File: config.mk
export PLATFORM = sky130hd
export DESIGN_NAME = step_playback_engine
export DESIGN_NICKNAME = d
export VERILOG_FILES = /design/src/rtl/step_playback_engine.sv
export SDC_FILE = /design/constraint.sdc
export NUM_CORES = 1
export LEC_CHECK = 0
export ABC_AREA = 1
export CAP_MARGIN = 10
export CORE_ASPECT_RATIO = 1.4
export CORE_MARGIN = 4
export CORE_UTILIZATION = 30
export CTS_CLUSTER_DIAMETER = 50
export CTS_CLUSTER_SIZE = 30
export DETAILED_ROUTE_END_ITERATION = 7
export GPL_TIMING_DRIVEN = 0
export PLACE_DENSITY = 0.53
export SLEW_MARGIN = 10
export SYNTH_ARGS = -nofsm -noshare
export SYNTH_HDL_FRONTEND = slang
export SYNTH_SLANG_ARGS = --single-unit
File: constraint.sdc
create_clock -name CLOCK_50 -period 3.7 [get_ports CLOCK_50]
set_input_delay 0.555 -clock CLOCK_50 [delete_from_list [all_inputs] [get_ports CLOCK_50]]
set_output_delay 0.555 -clock CLOCK_50 [all_outputs]
set_load 0.005 [all_outputs]
File: src/rtl/step_playback_engine.sv
// Step clock generator for the sequencer grid: a phase accumulator turns BPM into
// per-step strobes, counts pattern passes and reports completion of finite runs.
module step_playback_engine #(
    parameter int CLK_HZ         = 50_000_000,
    parameter int STEPS_PER_BEAT = 4,
    parameter int NUM_STEPS      = 16,
    parameter int STEP_W         = 4
) (
    input  logic              CLOCK_50,
    input  logic              nReset,
    input  logic              Start,
    input  logic [9:0]        BPM,
    input  logic [6:0]        Loops,
    output logic              play_en,
    output logic [STEP_W-1:0] step_idx,
    output logic              step_pulse,
    output logic [6:0]        loop_count,
    output logic              done
);
    localparam longint            THRESH_L  = longint'(CLK_HZ) * 60;
    localparam logic [32:0]       THRESH    = 33'(THRESH_L);
    localparam logic [STEP_W-1:0] LAST_STEP = STEP_W'(NUM_STEPS - 1);

    typedef enum logic [1:0] {IDLE, PLAYING, FINISH} state_t;

    state_t            state_reg, state_next;
    logic              start_q;
    logic [31:0]       acc_reg, acc_next;
    logic [12:0]       inc_reg, inc_next;
    logic [6:0]        loops_reg, loops_next;
    logic [STEP_W-1:0] step_reg, step_next;
    logic [6:0]        lc_reg, lc_next;
    logic              pulse_reg, pulse_next;
    logic              play_reg, play_next;
    logic              done_reg, done_next;
    logic              start_rise;
    logic [32:0]       sum;
    logic [6:0]        lc_inc;

    assign start_rise = Start & ~start_q;
    assign sum        = {1'b0, acc_reg} + {20'd0, inc_reg};
    assign lc_inc     = lc_reg + 7'd1;

    // start_q comes out of reset high so a Start level held through reset is not a new edge
    always_ff @(posedge CLOCK_50 or negedge nReset) begin
        if (!nReset) begin
            state_reg <= IDLE;
            start_q   <= 1'b1;
            acc_reg   <= '0;
            inc_reg   <= '0;
            loops_reg <= '0;
            step_reg  <= '0;
            lc_reg    <= '0;
            pulse_reg <= 1'b0;
            play_reg  <= 1'b0;
            done_reg  <= 1'b0;
        end else begin
            state_reg <= state_next;
            start_q   <= Start;
            acc_reg   <= acc_next;
            inc_reg   <= inc_next;
            loops_reg <= loops_next;
            step_reg  <= step_next;
            lc_reg    <= lc_next;
            pulse_reg <= pulse_next;
            play_reg  <= play_next;
            done_reg  <= done_next;
        end
    end

    always_comb begin
        state_next = state_reg;
        acc_next   = acc_reg;
        inc_next   = inc_reg;
        loops_next = loops_reg;
        step_next  = step_reg;
        lc_next    = lc_reg;
        pulse_next = 1'b0;
        play_next  = 1'b0;
        done_next  = 1'b0;
        case (state_reg)
            IDLE: begin
                if (start_rise && (BPM != 10'd0)) begin
                    inc_next   = 13'({3'b000, BPM} * 13'(STEPS_PER_BEAT));
                    loops_next = Loops;
                    acc_next   = '0;
                    step_next  = '0;
                    lc_next    = '0;
                    state_next = PLAYING;
                    play_next  = 1'b1;
                    pulse_next = 1'b1;
                end
            end
            PLAYING: begin
                play_next = 1'b1;
                if (!Start) begin
                    state_next = IDLE;
                    play_next  = 1'b0;
                    step_next  = '0;
                end else if (sum < THRESH) begin
                    acc_next = sum[31:0];
                end else begin
                    // keep the remainder so fractional periods average out exactly
                    acc_next = 32'(sum - THRESH);
                    if (step_reg != LAST_STEP) begin
                        step_next  = step_reg + STEP_W'(1);
                        pulse_next = 1'b1;
                    end else begin
                        step_next = '0;
                        lc_next   = lc_inc;
                        if ((loops_reg != 7'd0) && (lc_inc == loops_reg)) begin
                            state_next = FINISH;
                            play_next  = 1'b0;
                            done_next  = 1'b1;
                        end else begin
                            pulse_next = 1'b1;
                        end
                    end
                end
            end
            FINISH: begin
                state_next = IDLE;
            end
            default: begin
                state_next = IDLE;
            end
        endcase
    end

    assign play_en    = play_reg;
    assign step_idx   = step_reg;
    assign step_pulse = pulse_reg;
    assign loop_count = lc_reg;
    assign done       = done_reg;
endmodule
; Word level (Yosys, flattened, before mapping)
; Cells that the tools add are included.
[word_totals]
ff_bits = 66
output_inout_bits = 14
[classes]
add_sub_neg = 4
order_cmp = 1
eq_ne = 10
n_mux = 34
n_bitwise = 2
n_reduce_logical = 11
[ops]
columns = op, count
row1 = two-way mux 32 bit, 3
row2 = one-hot mux 32 bit (2 select lines), 1
row3 = adder 32 x 12 -> 33 bit, 1
row4 = "< comparator 33 x 32 -> 1 bit, second input constant", 1
row5 = "subtractor 32 bit, second input constant", 1
row6 = two-way mux 7 bit, 4
row7 = two-way mux 4 bit, 4
row8 = one-hot mux 7 bit (2 select lines), 1
row9 = two-way mux 1 bit, 12
row10 = two-way mux 2 bit, 5
row11 = nonzero test 10 bit, 1
row12 = "!= test 3 bit, second input constant", 3
row13 = "!= test 2 bit, second input constant", 4
row14 = one-hot mux 4 bit (2 select lines), 1
row15 = "adder 7 x 1 -> 7 bit, second input constant", 1
row16 = equality test 7 bit, 1
row17 = nonzero test 7 bit, 1
row18 = AND reduction 3 bit, 2
row19 = AND reduction 5 bit, 1
row20 = "adder 4 x 1 -> 4 bit, second input constant", 1
row21 = "!= test 4 bit, second input constant", 1
row22 = one-hot mux 1 bit (2 select lines), 2
row23 = one-hot mux 2 bit (2 select lines), 1
row24 = AND reduction 4 bit, 1
row25 = 7 further kinds, 8

; Logic depth before layout (Yosys ltp)
[depth]
ltp_word = 8
mapped_depth = 23

; Worst setup path after synthesis
; OpenSTA, ideal clock, no wires.
[synth_timing]
kind = register to register
from = register acc_reg[2]
to = register acc_reg[26]
setup_time_ns = 0.117
arrival_time_ns = 2.656
required_time_ns = 3.583
setup_slack_ns = 0.926
path_stages_with_launch = 17
period_less_slack_ns = 2.774
path_cell_list = dfrtp_1 -> ha_1 -> fa_1 -> nand2_1 -> nand2_1 -> nand3_1 -> nand2_1 -> xor2_1 -> ha_1 -> nand3_1 -> nand2_1 -> nand3_2 -> nand3_4 -> buf_6 -> nand3_1 -> nand3_1 -> nand2_1
[synth_via]
elab_chain_len = 5
word_cells_on_any_way = 6
classes_between = add/sub (2) / order compare (1) / mux (3)
[synth_rtl]
columns = element, line_no
row1 = "start, declared", 28  ; logic [31:0] acc_reg, acc_next;
row2 = "start signal, assigned", 60  ; acc_reg <= acc_next;
row3 = adder 32 x 12 -> 33 bit *, 41  ; assign sum = {1'b0, acc_reg} + {20'd0, inc_reg};
row4 = subtractor 32 bit / < comparator 33 x 32 -> 1 bit (equally long branches), "104, 100"
row5 = two-way mux 32 bit *, 100  ; end else if (sum < THRESH) begin
row6 = two-way mux 32 bit *, 96  ; if (!Start) begin
row7 = one-hot mux 32 bit (2 select lines) *, 81  ; case (state_reg)
; Every way passes the cells marked *; elsewhere a longest branch is shown, timed or not. The select of a mux whose other input is x is not followed.
; A chain may end at the register's enable or synchronous reset.

; Final worst setup path
[layout_timing]
from = register acc_reg[2]
to = register acc_reg[25]
; Same word-level chain as after synthesis.

==> key figures <==
Outcome
  – Run status: finished, final reports clean

Global route
  – Largest net degree at the start of global routing: 48
  – Initial antenna violation count: 0
  – Vias in the first global route: ~5.3k
  – GR Util All Layers: between 15 and 20%
  – Global route overflow: 0
  – First-pass GRT wire length: between 20000 and 30000 um

Clock tree
  – CTS max path bufs: 2
  – Hold Buf Count CTS: 0
  – Clock sink count: 64
  – PostCTS Resize Cnt: 0
  – CTS Buf Count: 9
  – H-tree levels: 3
  – Setup repair bufs after CTS: 0
  – Worst skew pair latency: 0.34 ns
  – CTS tree: yes
  – Clk pin slew, worst setup/hold paths: 0.06 ns
  – Root buffer cell: clkbuf_16

Cells and area
  – Area Overhead vs Synth: 17.3%
  – Antenna cells: 0
  – Design area: approximately 6300 um^2
  – Share of layout cells above drive strength 1: around 9.3%
  – Non-Filler Instances: about 1.1k
  – Fin nets: about 940
  – Max reg flops: 30

STA
  – Post-layout min period: 3.39 ns
  – FMAX: just under 300 MHz
  – Slew margin rel.: between 50% and 60%
  – Pins over their slew limit: 0
  – Final WS setup: between 0.3 and 0.4 ns
  – Tightest Pin Transition: 0.615 ns
  – Clk_skew: roughly 0.013 ns
  – Tcrit/Tclk final: about nine tenths
  – Final hold violation count: 0
  – Final setup viols: 0
  – Unrepaired setup endpoints after global routing: false

Routing
  – Vias post-DR: ~5.4k
  – Wire per inst: 14.9 um
  – Final ANT Viol Nets: 0
  – DRT Wirelength: 17000 um
  – Via-to-Cell Ratio: ~4.8
  – DRC violation total after the first TritonRoute iteration: between 200 and 250
  – Router iterations before antenna repair: 4
  – # DRC: 0

Power
  – P per Cell Area: between 500 and 600 nW/um^2
  – Maximum vdd drop: 0.000321 V
  – Lkg Pwr: 3.23 nW
  – Tot Pwr: approximately 3.7 mW

Place
  – Port bufs: 33
  – Post-DP HPWL: 13800 um
  – Area after DPL: slightly above 6000 um^2
  – Inst Count DP: ~1.1k
  – Dpl ws: approximately 0.056 ns
  – Routability congestion estimate: 0.868

Die
  – Die X: between 100 and 150 um
  – Core Area: ~17000 um^2
  – Row count: between 50 and 60
  – Ports: 34
  – Die area: ~20000 um^2
  – Die Y: 167 um
  – Initial Util: 30.8%

Worst setup path
  – Reg2reg end: acc_reg[25]
  – Worst EP required: 3.92 ns
  – RR Startpoint: acc_reg[2]
  – Worst-path maximum fanout: 10
  – CP endpoint kind: flip-flop
  – Reg2Reg Depth: 16
  – Crit path DAT: between 3 and 4 ns
  – Setup crit start kind: flip-flop
  – Critical path class: reg -> reg
  – R2r setup slk: roughly 0.31 ns

Yosys
  – Most frequent cell after synthesis: nand2_1
  – Number of synthesized flops with an enable pin: 0
  – Post-Syn Nets: slightly below 900
  – Top cell type's share of synthesized area: between 20 and 30%
  – Sequential fraction of the synthesis area: ~30%
  – Synth Cell Area: roughly 5400 um^2
  – Post-synth top cells: 343 x nand2_1, 93 x nand3_1, 90 x inv_1
  – Synthesized area per cell: between 6 and 7 um^2
  – Synth top area cells: dfrtp_1 29%, nand2_1 24%, nand3_1 8.6%, inv_1 6.3%, nor2_1 6.2%
  – Most common flop cell mapped by yosys: dfrtp_1
  – Synth area leader: dfrtp_1
  – Cells after Synth: ~860
  – Yosys reg bits: 64
  – Post-synth cell types: 39
  – Asr flop ratio synth: 100%
  – Ys Warns: 0

Flow run
  – MaxCap Viol Count: 0

Min path
  – Hold Path Class: in -> async
-- worst max-delay path by stage --
stage | start | endpoint | slack, ns | depth (start not counted)
after floorplan | acc_reg[2] | acc_reg[26] | 0.93 | 16
after global placement | nReset | acc_reg[22] | -0.26 | 1
after detailed placement | BPM[1] | acc_reg[6] | 0.06 | 11
after CTS | acc_reg[2] | acc_reg[25] | 0.18 | 17
after global routing | inc_reg[7] | acc_reg[25] | 0.04 | 16
final | acc_reg[2] | acc_reg[25] | 0.31 | 16
-- layer usage --
metal	routed length [um]	part of all wire [%]	GRT usage (%)
met2	8860	52	30.9
met5	0	0	0
met4	710	4.2	8.97
met1	6960	41	19.5
met3	459	2.7	2.54
-- power breakdown --
group	total (mW)	internal, mW	leakage [nW]	switching, mW
logic	1.88	0.658	2.28	1.22
clock network	0.790	0.450	0.132	0.340
registers	1.04	0.870	0.822	0.165
-- layout make-up --
cell class,count,area (um^2)
Buffer,13,81.3
Clock buffer,10,229
Clock inverter,6,36.3
Fill cell,1932,11200
Inverter,98,368
Multi-Input combinational cell,683,3350
Sequential cell,64,1600
Tap cell,236,295
Timing Repair Buffer,34,355
-- stage by stage --
step	TNS [ns]	util [%]	hold WS, ns
after floorplan	0	-	0.259
after global placement	-16.01	34.4	0.480
after detailed placement	0	34.6	0.456
after CTS	0	36.1	0.0926
after global routing	0	36.2	0.104
final	0	36.2	0.0938
-- cells in the final DEF (no fill, tap or decap), types with 10 or more instances in the layout --
cell type        count
nand2_1            343
dfrtp_1             63
ha_1                13
o21ai_0             13
mux2_2              15
nand3_1             93
nor2_1              89
clkdlybuf4s50_1     32
inv_1               90
nand2_2             10
nand4_1             22
-- critical path, stage by stage (launching register included) --
cell	delay (ns)
dfrtp_1	0.38
ha_1	0.26
fa_1	0.42
nand2_1	0.13
nand2_1	0.08
nand3_1	0.10
nand2_1	0.15
xor2_2	0.27
ha_1	0.28
nand3_1	0.13
nand2_1	0.19
nand3_2	0.18
nand3_4	0.18
buf_6	0.17
nand3_1	0.08
nand3_1	0.18
nand2_1	0.07
-- logic make-up after synthesis --
kind of cell	synth area share (%)
AOI/OAI and AO/OA	3.48
xor gates and xnor gates	2.93
adders and majority gates	3.39
buffers and inverters	8.34
DFF	29.7
muxes	3.13
and+or+nand+nor	49.0
Power figures use the tool's default switching activity.
